File: config.mk
export PLATFORM = sky130hd
export DESIGN_NAME = serial_add_ctrl
export DESIGN_NICKNAME = d
export VERILOG_FILES = /design/src/rtl/serial_add_ctrl.sv
export SDC_FILE = /design/constraint.sdc
export NUM_CORES = 1
export LEC_CHECK = 0
export ABC_AREA = 1
export CAP_MARGIN = 20
export CORE_MARGIN = 8
export CORE_UTILIZATION = 30
export DETAILED_ROUTE_END_ITERATION = 8
export GPL_TIMING_DRIVEN = 0
export PLACE_DENSITY = 0.6
export SLEW_MARGIN = 30
export SYNTH_ARGS = -nofsm -noshare
export SYNTH_HDL_FRONTEND = slang
export SYNTH_HIERARCHICAL = 1
export SYNTH_SLANG_ARGS = --single-unit
File: constraint.sdc
create_clock -name clk -period 2 [get_ports clk]
set_clock_uncertainty 0.1 [all_clocks]
set_input_delay 0.4 -clock clk [delete_from_list [all_inputs] [get_ports clk]]
set_output_delay 0.4 -clock clk [all_outputs]
set_load 0.01 [all_outputs]
File: src/rtl/serial_add_ctrl.sv
// -----------------------------------------------------------------------------
// serial_add_ctrl
//
// Bit-serial adder controller. On an accepted start request it captures two
// WIDTH-bit operands and feeds them LSB first through a single 1-bit
// full_adder. A registered carry links successive bit positions, so one cell
// does the work of a WIDTH-bit ripple adder in WIDTH clock cycles.
//
// Optional feature macro: SUBTRACT_EN
//   Defined   : a captured sub = 1 computes a - b (two's complement). cout is
//               then a no-borrow flag, 1 when a >= b unsigned.
//   Undefined : sub is ignored and no subtract logic is built.
//
// Ports
//   clk    in   1      rising-edge clock
//   rst_n  in   1      synchronous active-low reset
//   start  in   1      operation request, sampled only while idle
//   a      in   WIDTH  operand A, captured on the accepted start edge
//   b      in   WIDTH  operand B, captured on the accepted start edge
//   sub    in   1      subtract request, captured with the operands
//   busy   out  1      high while bits are being processed
//   done   out  1      one-cycle completion pulse
//   sum    out  WIDTH  result register, holds between operations
//   cout   out  1      final carry (no-borrow flag when subtracting)
// -----------------------------------------------------------------------------

module full_adder (
  input  logic a,
  input  logic b,
  input  logic cin,
  output logic s,
  output logic cout
);
  assign s    = a ^ b ^ cin;
  assign cout = (a & b) | (cin & (a ^ b));
endmodule

module serial_add_ctrl #(
  parameter int WIDTH = 4
) (
  input  logic             clk,
  input  logic             rst_n,
  input  logic             start,
  input  logic [WIDTH-1:0] a,
  input  logic [WIDTH-1:0] b,
  input  logic             sub,
  output logic             busy,
  output logic             done,
  output logic [WIDTH-1:0] sum,
  output logic             cout
);

  localparam int CNT_W = (WIDTH > 1) ? $clog2(WIDTH) : 1;
  localparam logic [CNT_W-1:0] LAST_CNT = CNT_W'(WIDTH - 1);

  typedef enum logic [1:0] {
    IDLE = 2'd0,
    RUN  = 2'd1,
    DONE = 2'd2
  } state_t;

  state_t           state;
  state_t           state_nxt;

  logic [WIDTH-1:0] a_sh;
  logic [WIDTH-1:0] b_sh;
  logic [WIDTH-1:0] work;
  logic             carry;
  logic [CNT_W-1:0] cnt;
  logic             last_bit;
  logic             fa_s;
  logic             fa_c;

  assign last_bit = (cnt == LAST_CNT);

  full_adder u_fa (
    .a    (a_sh[0]),
    .b    (b_sh[0]),
    .cin  (carry),
    .s    (fa_s),
    .cout (fa_c)
  );

`ifndef SUBTRACT_EN
  // sub stays on the port list so the top-level wiring is identical in both
  // builds; in this build it deliberately drives nothing.
  logic unused_sub;
  assign unused_sub = sub;
`endif

  // FSM state register
  always_ff @(posedge clk) begin
    if (!rst_n) begin
      state <= IDLE;
    end else begin
      state <= state_nxt;
    end
  end

  // Next-state and status outputs
  always_comb begin
    state_nxt = state;
    busy      = 1'b0;
    done      = 1'b0;
    case (state)
      IDLE: begin
        if (start) begin
          state_nxt = RUN;
        end
      end
      RUN: begin
        busy = 1'b1;
        if (last_bit) begin
          state_nxt = DONE;
        end
      end
      DONE: begin
        done      = 1'b1;
        state_nxt = IDLE;
      end
      default: begin
        state_nxt = IDLE;
      end
    endcase
  end

  // Datapath: operand capture, bit-serial shift, result commit
  always_ff @(posedge clk) begin
    if (!rst_n) begin
      a_sh  <= '0;
      b_sh  <= '0;
      work  <= '0;
      carry <= 1'b0;
      cnt   <= '0;
      sum   <= '0;
      cout  <= 1'b0;
    end else begin
      case (state)
        IDLE: begin
          if (start) begin
            a_sh <= a;
            work <= '0;
            cnt  <= '0;
`ifdef SUBTRACT_EN
            // a - b = a + ~b + 1: invert B and seed the carry with the +1.
            b_sh  <= sub ? ~b : b;
            carry <= sub;
`else
            b_sh  <= b;
            carry <= 1'b0;
`endif
          end
        end
        RUN: begin
          // Each new sum bit enters at the MSB; after WIDTH shifts bit 0
          // has walked down to position 0.
          work  <= {fa_s, work[WIDTH-1:1]};
          a_sh  <= a_sh >> 1;
          b_sh  <= b_sh >> 1;
          carry <= fa_c;
          if (last_bit) begin
            sum  <= {fa_s, work[WIDTH-1:1]};
            cout <= fa_c;
          end else begin
            cnt <= cnt + 1'b1;
          end
        end
        default: begin
        end
      endcase
    end
  end

endmodule

==> impl_metrics.sql, run 1 <==
INSERT INTO impl_metrics (metric_group, metric, value, unit) VALUES
('floorplanning', 'fp.dieH', '74.6', 'um'),
('detailed_routing', 'total_wirelength_of_the_detailed_routed_design', '2200', 'um'),
('power_and_ir_drop', 'peakVddDrop', '0.160', 'mV'),
('cells_and_area', 'drive_above_1_share', '19.6', '%'),
('detailed_routing', 'remaining_antenna_violation_count_after_routing', '0', ''),
('critical_path', 'worstPathArrival', '1.41', 'ns'),
('cells_and_area', 'syn2layout_area_growth', '23.7', '%'),
('clock_tree', 'cts.sink_count', '21', ''),
('cells_and_area', 'mostFrequentLayoutCell', 'sky130_fd_sc_hd__nand2_1', ''),
('flow_run', 'maxCapViolations', '0', ''),
('floorplanning', 'start_util', '31.1', '%'),
('detailed_routing', 'num_vias', '859', ''),
('sta', 'post-route-min-period', '1.91', 'ns'),
('grt', 'grt_start_max_net_pins', '13', ''),
('hold_path', 'hp-class', 'input pin to flip-flop', ''),
('floorplanning', 'top_level_port_count', '19', ''),
('cells_and_area', 'register_area', '420', 'sq um'),
('clock_tree', 'cts.hold.buffers_added', '0', ''),
('sta', 'least_margin_pin_slew', '0.260', 'ns'),
('clock_tree', 'worst_setup_hold_path_clk_slew', '0.12', 'ns'),
('critical_path', 'critical_path.endpoint_type', 'output port', ''),
('placement', 'detailed_place_hpwl', '1700', 'um'),
('critical_path', 'setup.worst_path.class', 'flip-flop to output port', ''),
('detailed_routing', 'post-route-drc-count', '0', ''),
('detailed_routing', 'detail_route.iter0.violations', '55', ''),
('synth', 'synth_nets', '142', ''),
('floorplanning', 'die-area', '5570', 'sq um'),
('clock_tree', 'cts_max_path_buffers', '2', ''),
('sta', 'report.final.setup_viol', '0', ''),
('critical_path', 'critPathLaunchType', 'flip-flop', ''),
('placement', 'finalWeightedCongestion', '0.790', ''),
('grt', 'first_global_vias', '839', ''),
('cells_and_area', 'num_antenna_cells', '0', ''),
('synth', 'mappedNetlistArea', '1030', 'sq um'),
('cells_and_area', 'area_used_by_multi_input_combinational_logic', '487', 'sq um'),
('sta', 'totalNegativeSetupSlack', '0', 'ns'),
('synth', 'async_reset_ff_share', '0', '%'),
('sta', 'max_freq', '524', 'MHz'),
('synth', 'synth.lib_cells_used.distinct', '22', ''),
('floorplanning', 'die_wd', '74.6', 'um'),
('synth', 'synthesis.area_per_instance', '8.05', 'sq um'),
('detailed_routing', 'viasPerCell', '4.43', ''),
('cells_and_area', 'n_fill_cell', '365', ''),
('power_and_ir_drop', 'power.leakage', '0.531', 'nW'),
('critical_path', 'worst-path-max-fanout', '8', ''),
('floorplanning', 'placement_rows', '21', ''),
('clock_tree', 'h-tree-depth', '1', ''),
('clock_tree', 'cts_post_setup_buffers_inserted', '0', ''),
('floorplanning', 'floorplan.core_area', '3310', 'sq um'),
('sta', 'finalHoldWorstSlack', '0.294', 'ns'),
('clock_tree', 'ctsRootBufferMaster', 'sky130_fd_sc_hd__clkbuf_4', ''),
('synth', 'synthFlopType', 'sky130_fd_sc_hd__dfxtp_1', ''),
('critical_path', 'worstPathRequired', '1.50', 'ns'),
('grt', 'grt_overflow_total', '0', ''),
('sta', 'report.final.hold_viol_count', '0', ''),
('clock_tree', 'worstSkewPairLatency', '0.30', 'ns'),
('synth', 'count_of_flip_flops_with_a_built_in_enable_after_synthesis', '0', ''),
('sta', 'crit_share_post_route', '95.4', '%'),
('cells_and_area', 'finish.instance_area', '1270', 'sq um'),
('cells_and_area', 'layout.cells.most_common_list', 'sky130_fd_sc_hd__nand2_1, sky130_fd_sc_hd__dfxtp_1, sky130_fd_sc_hd__nand3_1', ''),
('grt', 'grt_usage', '8.29', '%'),
('placement', 'placedInstanceArea', '1250', 'sq um'),
('clock_tree', 'cts-buffers-inserted', '3', ''),
('clock_tree', 'cts_tree', 'built', ''),
('grt', 'grt_pass1_wl', '3660', 'um'),
('sta', 'max_slew_margin', '82.6', '%'),
('grt', 'grt_antenna_before_repair', '0', ''),
('synth', 'netlist_instances', '128', ''),
('power_and_ir_drop', 'power.density_cell_area', '608', 'nW/um^2'),
('sta', 'rsz_0062_raised_after_global_routing', 'no', ''),
('sta', 'maxSlewViolCount', '0', ''),
('detailed_routing', 'post_drt_wl_per_cell', '11.4', 'um'),
('outcome', 'run_status', 'completed', ''),
('synth', 'synth_sequential_area_ratio', '40.8', '%'),
('cells_and_area', 'layout.nets', '163', ''),
('synth', 'yosysWarnings', '6', ''),
('placement', 'port_buffers', '16', ''),
('detailed_routing', 'detailedRoute.firstPassIterationCount', '4', ''),
('synth', 'postSynthRegisterBits', '21', '');
## cells in the mapped netlist, types with 2 or more instances
cell type / count / area, sq um
sky130_fd_sc_hd__inv_4: 2 / 12.5
sky130_fd_sc_hd__a21oi_1: 6 / 30.0
sky130_fd_sc_hd__a21oi_2: 5 / 43.8
sky130_fd_sc_hd__nand3_2: 8 / 80.1
sky130_fd_sc_hd__buf_6: 2 / 22.5
sky130_fd_sc_hd__dfxtp_1: 21 / 420
sky130_fd_sc_hd__inv_1: 14 / 52.6
sky130_fd_sc_hd__nand2_1: 28 / 105
sky130_fd_sc_hd__nor2_1: 12 / 45.0
sky130_fd_sc_hd__nand3_1: 18 / 90.1
## cell type report
type / instances / area share [%]
plain buffers: 5 / 4.32
clock buffers: 3 / 1.77
clock inverters: 1 / 0.393
inverters: 17 / 5.40
multi-input cells: 85 / 38.2
flip-flops and latches: 21 / 33.0
well taps: 46 / 4.51
repair buffers: 16 / 12.5
## flip-flops by register name, summed over array words and instances (netlist names)
register / cells
a_sh: 4
b_sh: 4
sum: 4
work: 3
cnt: 2
state: 2
carry: 1
cout: 1
## worst max-delay path, stage by stage, from the launching register on
cell	delay, ns
sky130_fd_sc_hd__dfxtp_1	0.39
sky130_fd_sc_hd__inv_4	0.09
sky130_fd_sc_hd__nor2_1	0.09
sky130_fd_sc_hd__clkdlybuf4s50_1	0.53
## per-stage QoR
step           utilization, %  worst slack, ns  instances  power, mW
2_1_floorplan               -            0.809        128      0.540
3_3_place_gp             37.7            0.277        190      0.580
3_5_place_dp             37.7            0.275        190      0.584
4_1_cts                  38.5           0.0723        194      0.787
5_1_grt                  38.5          0.00691        194      0.808
6_report                 38.5           0.0923        194      0.776
## routing by layer
| metal | part of all wire [%] | GRT usage [%] |
|---|---|---|
| met1 | 44 | 9.72 |
| met2 | 51 | 14.6 |
| met3 | 2.1 | 0.932 |
| met4 | 2.1 | 3.91 |
| met5 | 0 | 0 |
## path summary, 6_finish.rpt
| check | start | end | slack (ns) | depth (start not counted) |
|---|---|---|---|---|
| worst min-delay path | rst_n | a_sh[0] | 0.29 | 3 |
| worst max-delay path | state[1] | done | 0.09 | 3 |
| worst max register to register | a_sh[0] | work[3] | 0.75 | 3 |
| worst min register to register | cout | cout | 0.37 | 2 |
## cell families after synthesis
group,after synthesis,synth area share (%)
AND/OR/NAND/NOR,71,36.4
buffers and inverters,22,12.0
flip-flops,21,40.8
AO/OA/AOI/OAI,12,7.65
adder cells (fa/ha/maj),2,3.16
## repair_timing
item,4_1_cts,5_1_grt
endpoints found under the hold margin,0,0
gates resized for setup,1,0
endpoints found under the setup margin,1,0
## power breakdown
group | switching (mW) | internal, mW
Combinational | 0.0685 | 0.0584
Clock | 0.129 | 0.0745
Sequential | 0.0110 | 0.434
Total | 0.209 | 0.567
No activity file was read; power rests on OpenSTA's default activity.
==> run 2: changes to the inputs <==
Settings changed: ABC_AREA 1 to 0, PLACE_DENSITY 0.6 to 0.61, RECOVER_POWER set to 50.
==> run 2 against run 1 <==
  * Sequential power up 2%
  * Sequential share of layout area rose by 4.3 points
  * Combinational power decreased by 23%
  * Design area fell by 11%
  * Critical path depth rose by 1
  * Worst setup slack better by 0.10 ns
  * Synthesized cell count shrank 23%
  * Non-clock buffer count is 2 higher
  * Area after synthesis down 14%
  * Fmax rose by 5.7%
  * Die area is 11% lower
  * Critical endpoint unchanged
  * Largest cell class unchanged
  * Largest power group unchanged
==> impl_metrics.sql, run 2 <==
INSERT INTO impl_metrics (metric_group, metric, value, unit) VALUES
('hold_path', 'worstHoldPathCells', '2', ''),
('power_and_ir_drop', 'power.density_cell_area', '665', 'nW/um^2'),
('flow_run', 'maxCapViolations', '0', ''),
('cells_and_area', 'mostFrequentLayoutCell', 'sky130_fd_sc_hd__dfxtp_1', ''),
('clock_tree', 'worstSkewPairLatency', '0.30', 'ns'),
('critical_path', 'worstPathRequired', '1.50', 'ns'),
('clock_tree', 'h-tree-depth', '1', ''),
('detailed_routing', 'post-route-drc-count', '0', ''),
('cells_and_area', 'layout.nets', '136', ''),
('synth', 'yosysWarnings', '6', ''),
('outcome', 'run_status', 'completed', ''),
('detailed_routing', 'detailedRoute.firstPassIterationCount', '4', ''),
('detailed_routing', 'total_wirelength_of_the_detailed_routed_design', '2010', 'um'),
('sta', 'rsz_0062_raised_after_global_routing', 'no', ''),
('power_and_ir_drop', 'peakVddDrop', '0.395', 'mV'),
('critical_path', 'reg2reg_from', 'cnt[0]', ''),
('synth', 'postSynthRegisterBits', '21', ''),
('synth', 'async_reset_ff_share', '0', '%'),
('clock_tree', 'cts.sink_count', '21', ''),
('critical_path', 'worst-path-max-fanout', '10', ''),
('power_and_ir_drop', 'power_frac_comb', '13.1', '%'),
('detailed_routing', 'detail_route.iter0.violations', '34', ''),
('power_and_ir_drop', 'power_frac_clock', '26.8', '%'),
('synth', 'synthFlopType', 'sky130_fd_sc_hd__dfxtp_1', ''),
('critical_path', 'ff2ff_setup_slack', '0.53', 'ns'),
('sta', 'totalNegativeSetupSlack', '0', 'ns'),
('hold_path', 'hold_start', 'sum[0]', ''),
('floorplanning', 'fp.dieH', '70.3', 'um'),
('cells_and_area', 'register_area', '422', 'sq um'),
('sta', 'report.final.setup_viol', '0', ''),
('floorplanning', 'placement_rows', '19', ''),
('critical_path', 'critical_path.endpoint_type', 'output port', ''),
('power_and_ir_drop', 'sw_frac_of_total', '25.0', '%'),
('synth', 'count_of_flip_flops_with_a_built_in_enable_after_synthesis', '0', ''),
('hold_path', 'hp-class', 'flip-flop to flip-flop', ''),
('power_and_ir_drop', 'seq_power_share', '60.1', '%'),
('synth', 'synth_top_cell_by_area', 'sky130_fd_sc_hd__dfxtp_1', ''),
('critical_path', 'worstRegToRegCells', '5', ''),
('synth', 'post-synth-top-count-cell', 'sky130_fd_sc_hd__dfxtp_1', ''),
('clock_tree', 'worst_setup_hold_path_clk_slew', '0.11', 'ns'),
('placement', 'dpl.cell_count', '147', ''),
('grt', 'grt_usage', '8.15', '%'),
('detailed_routing', 'viasPerCell', '5.11', ''),
('sta', 'crit_share_post_route', '90.2', '%'),
('clock_tree', 'cts_max_path_buffers', '2', ''),
('cells_and_area', 'syn2layout_area_growth', '27.9', '%'),
('sta', 'report.final.hold_viol_count', '0', ''),
('detailed_routing', 'num_vias', '776', ''),
('critical_path', 'setup.worst_path.end', 'done', ''),
('sta', 'post-route-min-period', '1.80', 'ns'),
('clock_tree', 'cts_tree', 'built', ''),
('grt', 'grt_antenna_before_repair', '0', ''),
('cells_and_area', 'drive_above_1_share', '8.26', '%'),
('sta', 'max_slew_margin', '65.2', '%'),
('grt', 'grt_pass1_wl', '3290', 'um'),
('critical_path', 'cp-startpoint', 'state[1]', ''),
('cells_and_area', 'n_fill_cell', '278', ''),
('placement', 'detailed_place_hpwl', '1430', 'um'),
('detailed_routing', 'post_drt_wl_per_cell', '13.2', 'um'),
('sta', 'fin_worst_setup_slack', '0.195', 'ns'),
('floorplanning', 'start_util', '31.8', '%'),
('cells_and_area', 'area_used_by_multi_input_combinational_logic', '424', 'sq um'),
('grt', 'grt_overflow_total', '0', ''),
('clock_tree', 'cts-buffers-inserted', '3', ''),
('cells_and_area', 'final_cell_count_no_fill', '152', ''),
('critical_path', 'setup.worst_path.class', 'flip-flop to output port', ''),
('floorplanning', 'floorplan.core_area', '2780', 'sq um'),
('cells_and_area', 'layout.cells.most_common_list', 'sky130_fd_sc_hd__dfxtp_1, sky130_fd_sc_hd__clkdlybuf4s50_1, sky130_fd_sc_hd__nor2_1, sky130_fd_sc_hd__a21oi_1', ''),
('sta', 'maxSlewViolCount', '0', ''),
('critical_path', 'worstReg2RegEnd', 'cnt[0]', ''),
('power_and_ir_drop', 'power.total', '0.752', 'mW'),
('synth', 'netlist.area_leader.share', '47.5', '%'),
('synth', 'netlist_instances', '99', ''),
('synth', 'synth.lib_cells_used.distinct', '28', ''),
('synth', 'mappedNetlistArea', '885', 'sq um'),
('placement', 'port_buffers', '17', ''),
('power_and_ir_drop', 'switchingPower', '0.188', 'mW'),
('floorplanning', 'die_wd', '70.3', 'um'),
('placement', 'finalWeightedCongestion', '0.774', ''),
('grt', 'grt_start_max_net_pins', '12', ''),
('cells_and_area', 'finish.instance_area', '1130', 'sq um'),
('synth', 'synth_sequential_area_ratio', '47.5', '%'),
('power_and_ir_drop', 'internal_power', '0.565', 'mW'),
('power_and_ir_drop', 'power.leakage', '0.418', 'nW'),
('clock_tree', 'ctsRootBufferMaster', 'sky130_fd_sc_hd__clkbuf_4', ''),
('synth', 'ys_top_cells_by_area', 'sky130_fd_sc_hd__dfxtp_1, sky130_fd_sc_hd__a21oi_1, sky130_fd_sc_hd__nor2_1', ''),
('cells_and_area', 'layout_top_registers', 'a_sh: 4 flops, b_sh: 4 flops, sum: 4 flops', ''),
('floorplanning', 'top_level_port_count', '19', ''),
('floorplanning', 'die-area', '4940', 'sq um'),
('detailed_routing', 'remaining_antenna_violation_count_after_routing', '0', ''),
('grt', 'first_global_vias', '734', ''),
('synth', 'synthesis.area_per_instance', '8.94', 'sq um'),
('placement', 'pre_cts_ws', '0.109', 'ns'),
('critical_path', 'critPathLaunchType', 'flip-flop', ''),
('critical_path', 'worstPathArrival', '1.30', 'ns'),
('sta', 'least_margin_pin_slew', '0.522', 'ns'),
('cells_and_area', 'num_antenna_cells', '0', ''),
('synth', 'synth_nets', '113', ''),
('placement', 'placedInstanceArea', '1090', 'sq um'),
('synth', 'ys_top_cells_by_count', 'sky130_fd_sc_hd__dfxtp_1, sky130_fd_sc_hd__a21oi_1, sky130_fd_sc_hd__nor2_1', ''),
('sta', 'max_freq', '554', 'MHz');
-- run 2: cell types whose count changed in the layout (fill, tap and decap cells not counted), sizes merged, moves of 3 or more --
cell    before  now
o221ai       0    3
a211oi       0    4
nand3       26    7
o21ai        1    4
clkbuf       4    7
nand2       31    7
mux2i        0    3
inv         17    3
a22oi        0    4
-- run 2: timing repair --
action,4_1_cts,5_1_grt
hold buffers,0,0
buffers inserted,1,0
endpoints found under the setup margin,2,1
gates resized for setup,3,2
-- run 2: worst min-delay path by stage --
stage	end	slack, ns
floorplan	sum[0]	0.34
global placement	sum[1]	0.35
CTS	sum[2]	0.37
global route	sum[3]	0.39
finish	sum[0]	0.36
detailed placement	sum[2]	0.35
-- run 2: cells by family (layout without fill, tap and decap cells) --
group	count (synthesis)	after routing	share of synthesized area, %
multiplexers	3	3	3.39
AO/OA/AOI/OAI	31	31	22.3
buffers and inverters	9	31	4.81
AND/OR/NAND/NOR	33	33	18.2
flip-flops	21	21	47.5
adder cells (fa/ha/maj)	2	2	3.68
-- run 2: cell type report --
cell class | count | area share, %
inverter | 4 | 1.33
clock buffer | 4 | 2.32
multi-input combinational | 69 | 37.5
tap | 31 | 3.43
timing repair buffer | 18 | 15.8
buffer | 5 | 2.32
sequential | 21 | 37.3
-- run 2: per-layer routing --
| metal | vias to the layer above | track usage (%) | share of wire [%] |
|---|---|---|---|
| met1 | 354 | 9.49 | 46 |
| met4 | 0 | 6.70 | 3.4 |
| met2 | 15 | 12.5 | 47 |
| met3 | 5 | 1.69 | 4.2 |
| li1 | 402 | - | - |
| met5 | - | 0 | 0 |
-- run 2: power by group through the flow --
stage | Sequential (mW) | Clock, mW | Combinational, mW
final | 0.452 | 0.202 | 0.0982
after global routing | 0.455 | 0.225 | 0.108
after CTS | 0.452 | 0.211 | 0.102
after detailed placement | 0.461 | 0 | 0.0988
after global placement | 0.461 | 0 | 0.0970
after floorplan | 0.457 | 0 | 0.0614
-- run 2: stage by stage --
step,hold WS [ns],util (%)
2_1_floorplan,0.343,-
3_3_place_gp,0.346,39.3
3_5_place_dp,0.350,39.3
4_1_cts,0.366,40.6
5_1_grt,0.386,40.7
6_report,0.360,40.7
-- run 2: worst max-delay path, stage by stage (launching register included) --
cell and delay [ns]:
sky130_fd_sc_hd__dfxtp_1 0.36, sky130_fd_sc_hd__buf_4 0.17, sky130_fd_sc_hd__inv_1 0.11, sky130_fd_sc_hd__nor2_1 0.09
sky130_fd_sc_hd__dlygate4sd2_1 0.27
